$ cat config.mk
export PLATFORM = sky130hd
export DESIGN_NAME = ads886x_sample_avg
export DESIGN_NICKNAME = d
export VERILOG_FILES = /design/src/rtl/ads886x_sample_avg.sv
export SDC_FILE = /design/constraint.sdc
export NUM_CORES = 1
export LEC_CHECK = 0
export ABC_AREA = 1
export CAP_MARGIN = 30
export CORE_UTILIZATION = 50
export DETAILED_ROUTE_END_ITERATION = 8
export HOLD_SLACK_MARGIN = 0.06
export PLACE_DENSITY = 0.75
export SETUP_SLACK_MARGIN = 0.5
export SLEW_MARGIN = 10
export SYNTH_ARGS = -nofsm -noshare
export SYNTH_HDL_FRONTEND = slang
export SYNTH_SLANG_ARGS = --single-unit
$ cat constraint.sdc
create_clock -name clk -period 2.1 [get_ports clk]
set_input_delay 0.21 -clock clk [delete_from_list [all_inputs] [get_ports clk]]
set_output_delay 0.21 -clock clk [all_outputs]
set_load 0.01 [all_outputs]
$ cat src/rtl/ads886x_sample_avg.sv
// ads886x_sample_avg
// Block-averaging decimator for the ADS886x capture stream. Collects
// non-overlapping windows of 2**LOG2N signed samples and presents the
// window mean, minimum and maximum through a single valid/ready output
// register. A sticky flag records windows dropped because the consumer
// still held the previous result.
module ads886x_sample_avg #(
  parameter int LOG2N = 4,
  parameter int BITS  = 16
) (
  input  logic                   clk,
  input  logic                   rst,
  input  logic signed [BITS-1:0] in_data,
  input  logic                   in_valid,
  input  logic                   clear,
  output logic signed [BITS-1:0] out_avg,
  output logic signed [BITS-1:0] out_min,
  output logic signed [BITS-1:0] out_max,
  output logic                   out_valid,
  input  logic                   out_ready,
  output logic                   overrun,
  output logic [LOG2N-1:0]       win_cnt
);

  // The sum of N samples needs LOG2N growth bits, so it cannot overflow.
  localparam int              ACC_W    = BITS + LOG2N;
  localparam logic [LOG2N-1:0] CNT_LAST = '1;

  // Output register states
  localparam logic [0:0] ST_EMPTY = 1'b0;
  localparam logic [0:0] ST_FULL  = 1'b1;

  // Window accumulation state
  logic signed [ACC_W-1:0] acc_q, acc_d;
  logic [LOG2N-1:0]        cnt_q, cnt_d;
  logic signed [BITS-1:0]  min_q, min_d;
  logic signed [BITS-1:0]  max_q, max_d;

  // Output register state
  logic [0:0]              state_q, state_d;
  logic signed [BITS-1:0]  avg_q, avg_d;
  logic signed [BITS-1:0]  omin_q, omin_d;
  logic signed [BITS-1:0]  omax_q, omax_d;
  logic                    ovr_q, ovr_d;

  // Per-cycle decode
  logic                    accept;
  logic                    complete;
  logic                    transfer;
  logic signed [ACC_W-1:0] acc_sum;
  logic signed [BITS-1:0]  samp_min;
  logic signed [BITS-1:0]  samp_max;

  // Next-state logic for the window trackers and the output register
  always_comb begin
    // NOTE: every variable gets a default here so no path leaves it
    // unassigned, which would otherwise infer a latch.
    accept   = in_valid & ~clear;
    complete = accept && (cnt_q == CNT_LAST);
    transfer = (state_q == ST_FULL) && out_ready;
    acc_sum  = acc_q + {{LOG2N{in_data[BITS-1]}}, in_data};
    // The first sample of a window loads both trackers unconditionally.
    samp_min = ((cnt_q == '0) || (in_data < min_q)) ? in_data : min_q;
    samp_max = ((cnt_q == '0) || (in_data > max_q)) ? in_data : max_q;

    acc_d   = acc_q;
    cnt_d   = cnt_q;
    min_d   = min_q;
    max_d   = max_q;
    state_d = state_q;
    avg_d   = avg_q;
    omin_d  = omin_q;
    omax_d  = omax_q;
    ovr_d   = ovr_q;

    if (clear) begin
      // Abort: drop the partial window, the pending result and the flag,
      // but leave the last presented values on the data outputs.
      acc_d   = '0;
      cnt_d   = '0;
      min_d   = '0;
      max_d   = '0;
      state_d = ST_EMPTY;
      ovr_d   = 1'b0;
    end else begin
      if (accept) begin
        if (complete) begin
          // Restart on the completing edge so the next sample opens a
          // fresh window with no bubble, whatever the output side does.
          acc_d = '0;
          cnt_d = '0;
          min_d = '0;
          max_d = '0;
        end else begin
          acc_d = acc_sum;
          cnt_d = cnt_q + 1'b1;
          min_d = samp_min;
          max_d = samp_max;
        end
      end

      case (state_q)
        ST_EMPTY: begin
          if (complete) begin
            // Upper slice of the sum is the arithmetic shift by LOG2N,
            // i.e. the mean rounded toward minus infinity.
            avg_d   = acc_sum[ACC_W-1:LOG2N];
            omin_d  = samp_min;
            omax_d  = samp_max;
            state_d = ST_FULL;
          end
        end
        ST_FULL: begin
          if (complete && transfer) begin
            // Held result leaves on this edge, so the new one takes its slot.
            avg_d  = acc_sum[ACC_W-1:LOG2N];
            omin_d = samp_min;
            omax_d = samp_max;
          end else if (complete) begin
            // Consumer still holds the old result: drop the new window.
            ovr_d = 1'b1;
          end else if (transfer) begin
            state_d = ST_EMPTY;
          end
        end
        default: state_d = ST_EMPTY;
      endcase
    end
  end

  // State registers with synchronous active-low reset
  always_ff @(posedge clk) begin
    if (!rst) begin
      acc_q   <= '0;
      cnt_q   <= '0;
      min_q   <= '0;
      max_q   <= '0;
      state_q <= ST_EMPTY;
      avg_q   <= '0;
      omin_q  <= '0;
      omax_q  <= '0;
      ovr_q   <= 1'b0;
    end else begin
      // NOTE: non-blocking assignments so every register samples the
      // pre-edge values computed above, independent of statement order.
      acc_q   <= acc_d;
      cnt_q   <= cnt_d;
      min_q   <= min_d;
      max_q   <= max_d;
      state_q <= state_d;
      avg_q   <= avg_d;
      omin_q  <= omin_d;
      omax_q  <= omax_d;
      ovr_q   <= ovr_d;
    end
  end

  assign out_avg   = avg_q;
  assign out_min   = omin_q;
  assign out_max   = omax_q;
  assign out_valid = (state_q == ST_FULL);
  assign overrun   = ovr_q;
  assign win_cnt   = cnt_q;

endmodule

Word-level counts from Yosys, hierarchy flattened
Index checks and enable logic that the tools add are counted.

Output and inout bits: 54. Register bits: 106. Logic and storage cells: 50.

Bitwise logic cells: 5. Eq/ne operators: 3. Add/subtract/negate cells: 2. Mux-type cells: 20. Reduce and logical (&&, ||, !) cells: 9. $lt $le $gt $ge: 2.

Operators with widths (count): $mux W16 (10); $pmux W16 S2 (3); $add A20 B20 Y20 (1); $mux W20 (1); $gt A16 B16 Y1 (1); $lt A16 B16 Y1 (1); $reduce_and A3 Y1 (2); $add A4 B1 Y4 const B (1); $eq A4 B4 Y1 const B (1); $logic_not A4 Y1 (1); $mux W1 (4); $mux W4 (1); $not A1 Y1 (4); $logic_and A1 B1 Y1 (3); $logic_or A1 B1 Y1 (2); $ne A2 B1 Y1 const B (1); $ne A2 B2 Y1 const B (1); $pmux W1 S2 (1); $reduce_or A2 Y1 (1); $and A1 B1 Y1 (1).

Logic depth before layout (Yosys ltp)
Gate-level depths: netlist (run 1).

Depth in word-level cells: 6. Gate-level depth with buffers: 19. Gate-level depth less buffers: 18.

Worst setup path after synthesis (run 1)
Ideal clock, no wire load.

Path kind: reg-to-reg. Start: register acc_q[0]. End: register acc_q[12]. Period minus slack after synthesis: 1.937 ns. Cell stages (with the launch flop): 11. Data required time: 2.030 ns. Arrival: 1.866 ns. Path slack: 0.163 ns. Buffers on the path: 0. Path through: dfxtp_1 ha_1 fa_1 nand3_1 nand2_1 a21boi_1 o21ai_2 a21oi_1 xor2_1 nand2_1 a21oi_1.

Cells in the longest elaborated chain, start to end: 2.

RTL lines: from (decl) (line 34) `logic signed [ACC_W-1:0] acc_q, acc_d;`; from (signal assigned) (line 134) `acc_q <= '0;`; from (signal assigned) (line 146) `acc_q <= acc_d;`; $add A20 B20 Y20 (line 61) `acc_sum = acc_q + {{LOG2N{in_data[BITS-1]}}, in_data};`; $mux W20 (line 87) `if (complete) begin`.

Every way passes these cells. A chain may end at the register's enable or synchronous reset.

Final worst setup path (run 1)
Start: register max_q[1]. End: register max_q[0].

Cells in the longest elaborated chain, start to end: 4.

RTL lines: from (decl) (line 37) `logic signed [BITS-1:0] max_q, max_d;`; from (signal assigned) (line 149) `max_q <= max_d;`; $gt A16 B16 Y1 (line 64) `samp_max = ((cnt_q == '0) || (in_data > max_q)) ? in_data : max_q;`; $logic_or A1 B1 Y1 (line 64); $mux W16 (line 64); $mux W16 (line 87).

Every way passes these cells.

==> flow_summary.json, run 1 <==
{
  "rsz0062_at_grt": "yes",
  "drv_cap": 0,
  "wl_mm": 21.5,
  "r2r_cells": 15,
  "synth_edf_count": 0,
  "setup.worst_path.class": "reg2reg",
  "synth_ff_type": "dfxtp_1",
  "ys_types": 42,
  "antenna_found_initial": 0,
  "hold_violations": 0,
  "dr.pass1.iters": 8,
  "ys_warn_count": 0,
  "clockBufferDepth": 2,
  "avgSynthCellArea_sq_um": 6.95,
  "io_pins": 75,
  "relSlewSlack_pct": 56.4,
  "yosysTopAreaCellShare_pct": 32.7,
  "syn-num-nets": 1008,
  "numPortBuffers": 74,
  "ant_nets": 0,
  "max-vdd-ir-drop_uv": 469,
  "failed_checks": "design-rule violations, negative setup slack",
  "grt_overflow": 0,
  "grt_pass1_wl_mm": 30.0,
  "critPathCaptureType": "register",
  "maxSlewViolCount": 0,
  "insertion_delay_ns": 0.36,
  "grt_max_degree": 55,
  "finClkSkew_ns": 0.0109,
  "hold_path.class": "in2reg",
  "die_area_sq_mm": 0.0134,
  "async_flop_share_pct": 0,
  "cts_hold_buffers": 0,
  "first_global_vias": 6320,
  "nets": 1161,
  "syn_inst": 934,
  "antenna_cells": 0,
  "track_usage_pct": 29.1,
  "drtIter0Drc": 521,
  "drc": 1,
  "p_per_area_mw_per_mm2": 505,
  "initial_core_util_pct": 51.5,
  "finalSetupViolCount": 15,
  "ys_seq_area_share_pct": 32.7,
  "arrival_ns": 2.46,
  "synth_area_leaders": "dfxtp_1 33%, nand2_1 15%, ha_1 10%",
  "worstMarginPinSlew_ns": 0.653,
  "setup_slack_ns": -0.0659,
  "post_drt_wl_per_cell_um": 17.0,
  "gp_congestion": 0.901,
  "netlist_area_sq_mm": 0.00649,
  "synth-seq-cells": 106,
  "place_hpwl_mm": 12.5,
  "rows": 41,
  "period_share_pct": 103,
  "drive_gt1_share_pct": 36.3,
  "syn2layout_area_growth_pct": 52.0,
  "coreArea_sq_mm": 0.0126,
  "leakage_nw": 4.26,
  "fp.dieH_um": 116,
  "holdPathStages": 5,
  "cts.sinks": 106,
  "fin_crit_ns": 2.17,
  "yosysTopAreaCell": "dfxtp_1",
  "via_count": 6915,
  "path_clk_slew_ns": 0.07,
  "finalHoldWorstSlack_ns": 0.211,
  "numCtsBuffers": 9,
  "outcome": "complete, but fails checks",
  "max_freq_mhz": 462,
  "cts_root_buffer": "clkbuf_16",
  "htreeDepth": 3,
  "cp.required_ns": 2.39,
  "cts_tree": "done",
  "post_drt_via_cell_ratio": 5.47,
  "crit_fanout": 5,
  "setup.worst_path.start_class": "register",
  "place_ws_ns": -0.431,
  "die_w_um": 116
}
cell usage after synthesis (7+ instances only):
cell type / n
a21oi_1: 87
buf_2: 10
clkbuf_1: 18
dfxtp_1: 106
ha_1: 52
inv_1: 136
nand2_1: 259
nand2_4: 14
nand3_1: 85
nor2_1: 25
nor3_1: 7
o21a_1: 35
o21ai_0: 27
o21bai_1: 10
xor2_1: 8
critical path, stage by stage (launching register included):
cell and delay, ns:
dfxtp_1 0.35, inv_1 0.09, ha_4 0.28, inv_1 0.03, o21bai_1 0.16, nand3_1 0.10
nand3_1 0.11, nand2_2 0.07, nand2_2 0.07, nand2_2 0.06, nand2_2 0.08, nand2_4 0.10
buf_4 0.16, nand3_1 0.11, nand3_1 0.13, a21oi_1 0.19
worst paths after layout:
check | end | slack, ns | startpoint
min reg2reg | min_q[9]$_SDFFE_PP0P_ | 0.47 | min_q[9]$_SDFFE_PP0P_
max reg2reg | max_q[0]$_SDFFE_PP0P_ | -0.07 | max_q[1]$_SDFFE_PP0P_
max | max_q[0]$_SDFFE_PP0P_ | -0.07 | max_q[1]$_SDFFE_PP0P_
min | win_cnt[0]$_SDFFE_PP0P_ | 0.21 | rst
registers in the layout (all words and copies together) (netlist names):
register	count
out_avg	16
out_min	16
max_q	16
out_max	16
overrun	1
min_q	16
win_cnt	4
out_valid	1
acc_q	20
cell type report:
cell class	instances	area, sq um
clock buffer	12	246
timing repair buffer	180	1800
clock inverter	4	51.3
sequential	106	2170
inverter	141	534
multi-input combinational	649	4860
fill	803	2750
tap	172	215
cells in the final DEF (no fill, tap or decap), types with 19 or more instances in the layout:
cell type        count
nand2_1            202
inv_1              119
dfxtp_1             75
buf_4               70
clkdlybuf4s50_1     55
a21oi_1             52
nand2_2             50
nand3_1             43
nand3_2             42
o21a_1              35
a21oi_2             33
ha_4                33
dfxtp_2             29
nor2_1              21
buf_6               21
inv_2               20
nand2_4             20
ha_1                19
report_power, final:
group	leakage, nW	internal (mW)	switching (mW)
sequential	0.872	2.04	0.0208
combinational	3.25	0.507	0.671
clock	0.143	0.959	0.794
total	4.26	3.50	1.49
cell families (layout without fill, tap and decap cells):
logic type	after synthesis	count (layout)	synth area share (%)
simple gates	405	405	27.9
buf+inv	179	337	11.2
compound gates	178	178	16.2
flops	106	106	32.7
fa+ha+maj	53	53	10.3
xor+xnor	13	13	1.75
what timing repair did:
| action | CTS | global route |
|---|---|---|
| pin swaps | 44 | 57 |
| setup buffers | 9 | 11 |
| resized for setup | 133 | 130 |
| endpoints found under the setup margin | 97 | 99 |
| gates cloned | 0 | 3 |
routing by layer:
layer | up-vias | GRT usage, % | routed length, um
met5 | - | 0 | 0
met4 | 0 | 11.7 | 1040
met3 | 93 | 5.70 | 1300
met2 | 276 | 52.9 | 10800
met1 | 3236 | 33.2 | 8310
li1 | 3310 | - | -
metrics by stage:
stage               setup TNS [ns]  utilization (%)  std cells  instance area (sq um)  power [mW]
global placement            -29.27             66.1       1225                   8340        2.97
detailed placement          -29.97             66.1       1225                   8340        2.98
floorplan                        0                -        934                   6860        2.63
CTS                              0             72.6       1250                   9170        4.82
finish                      -0.348             78.2       1264                   9870        4.99
global route                 -6.94             78.2       1264                   9870        5.17
(Power assumes the default switching activity.)
==> run 2, diff against run 1 <==
--- a/config.mk
+++ b/config.mk
@@ -9,6 +9,7 @@
 export CAP_MARGIN = 30
 export CORE_UTILIZATION = 50
 export DETAILED_ROUTE_END_ITERATION = 8
+export GPL_TIMING_DRIVEN = 1
 export HOLD_SLACK_MARGIN = 0.06
 export PLACE_DENSITY = 0.75
 export SETUP_SLACK_MARGIN = 0.5
==> results of run 2 <==
Same layout as run 1: the final DEF is identical, and so are final timing and power.
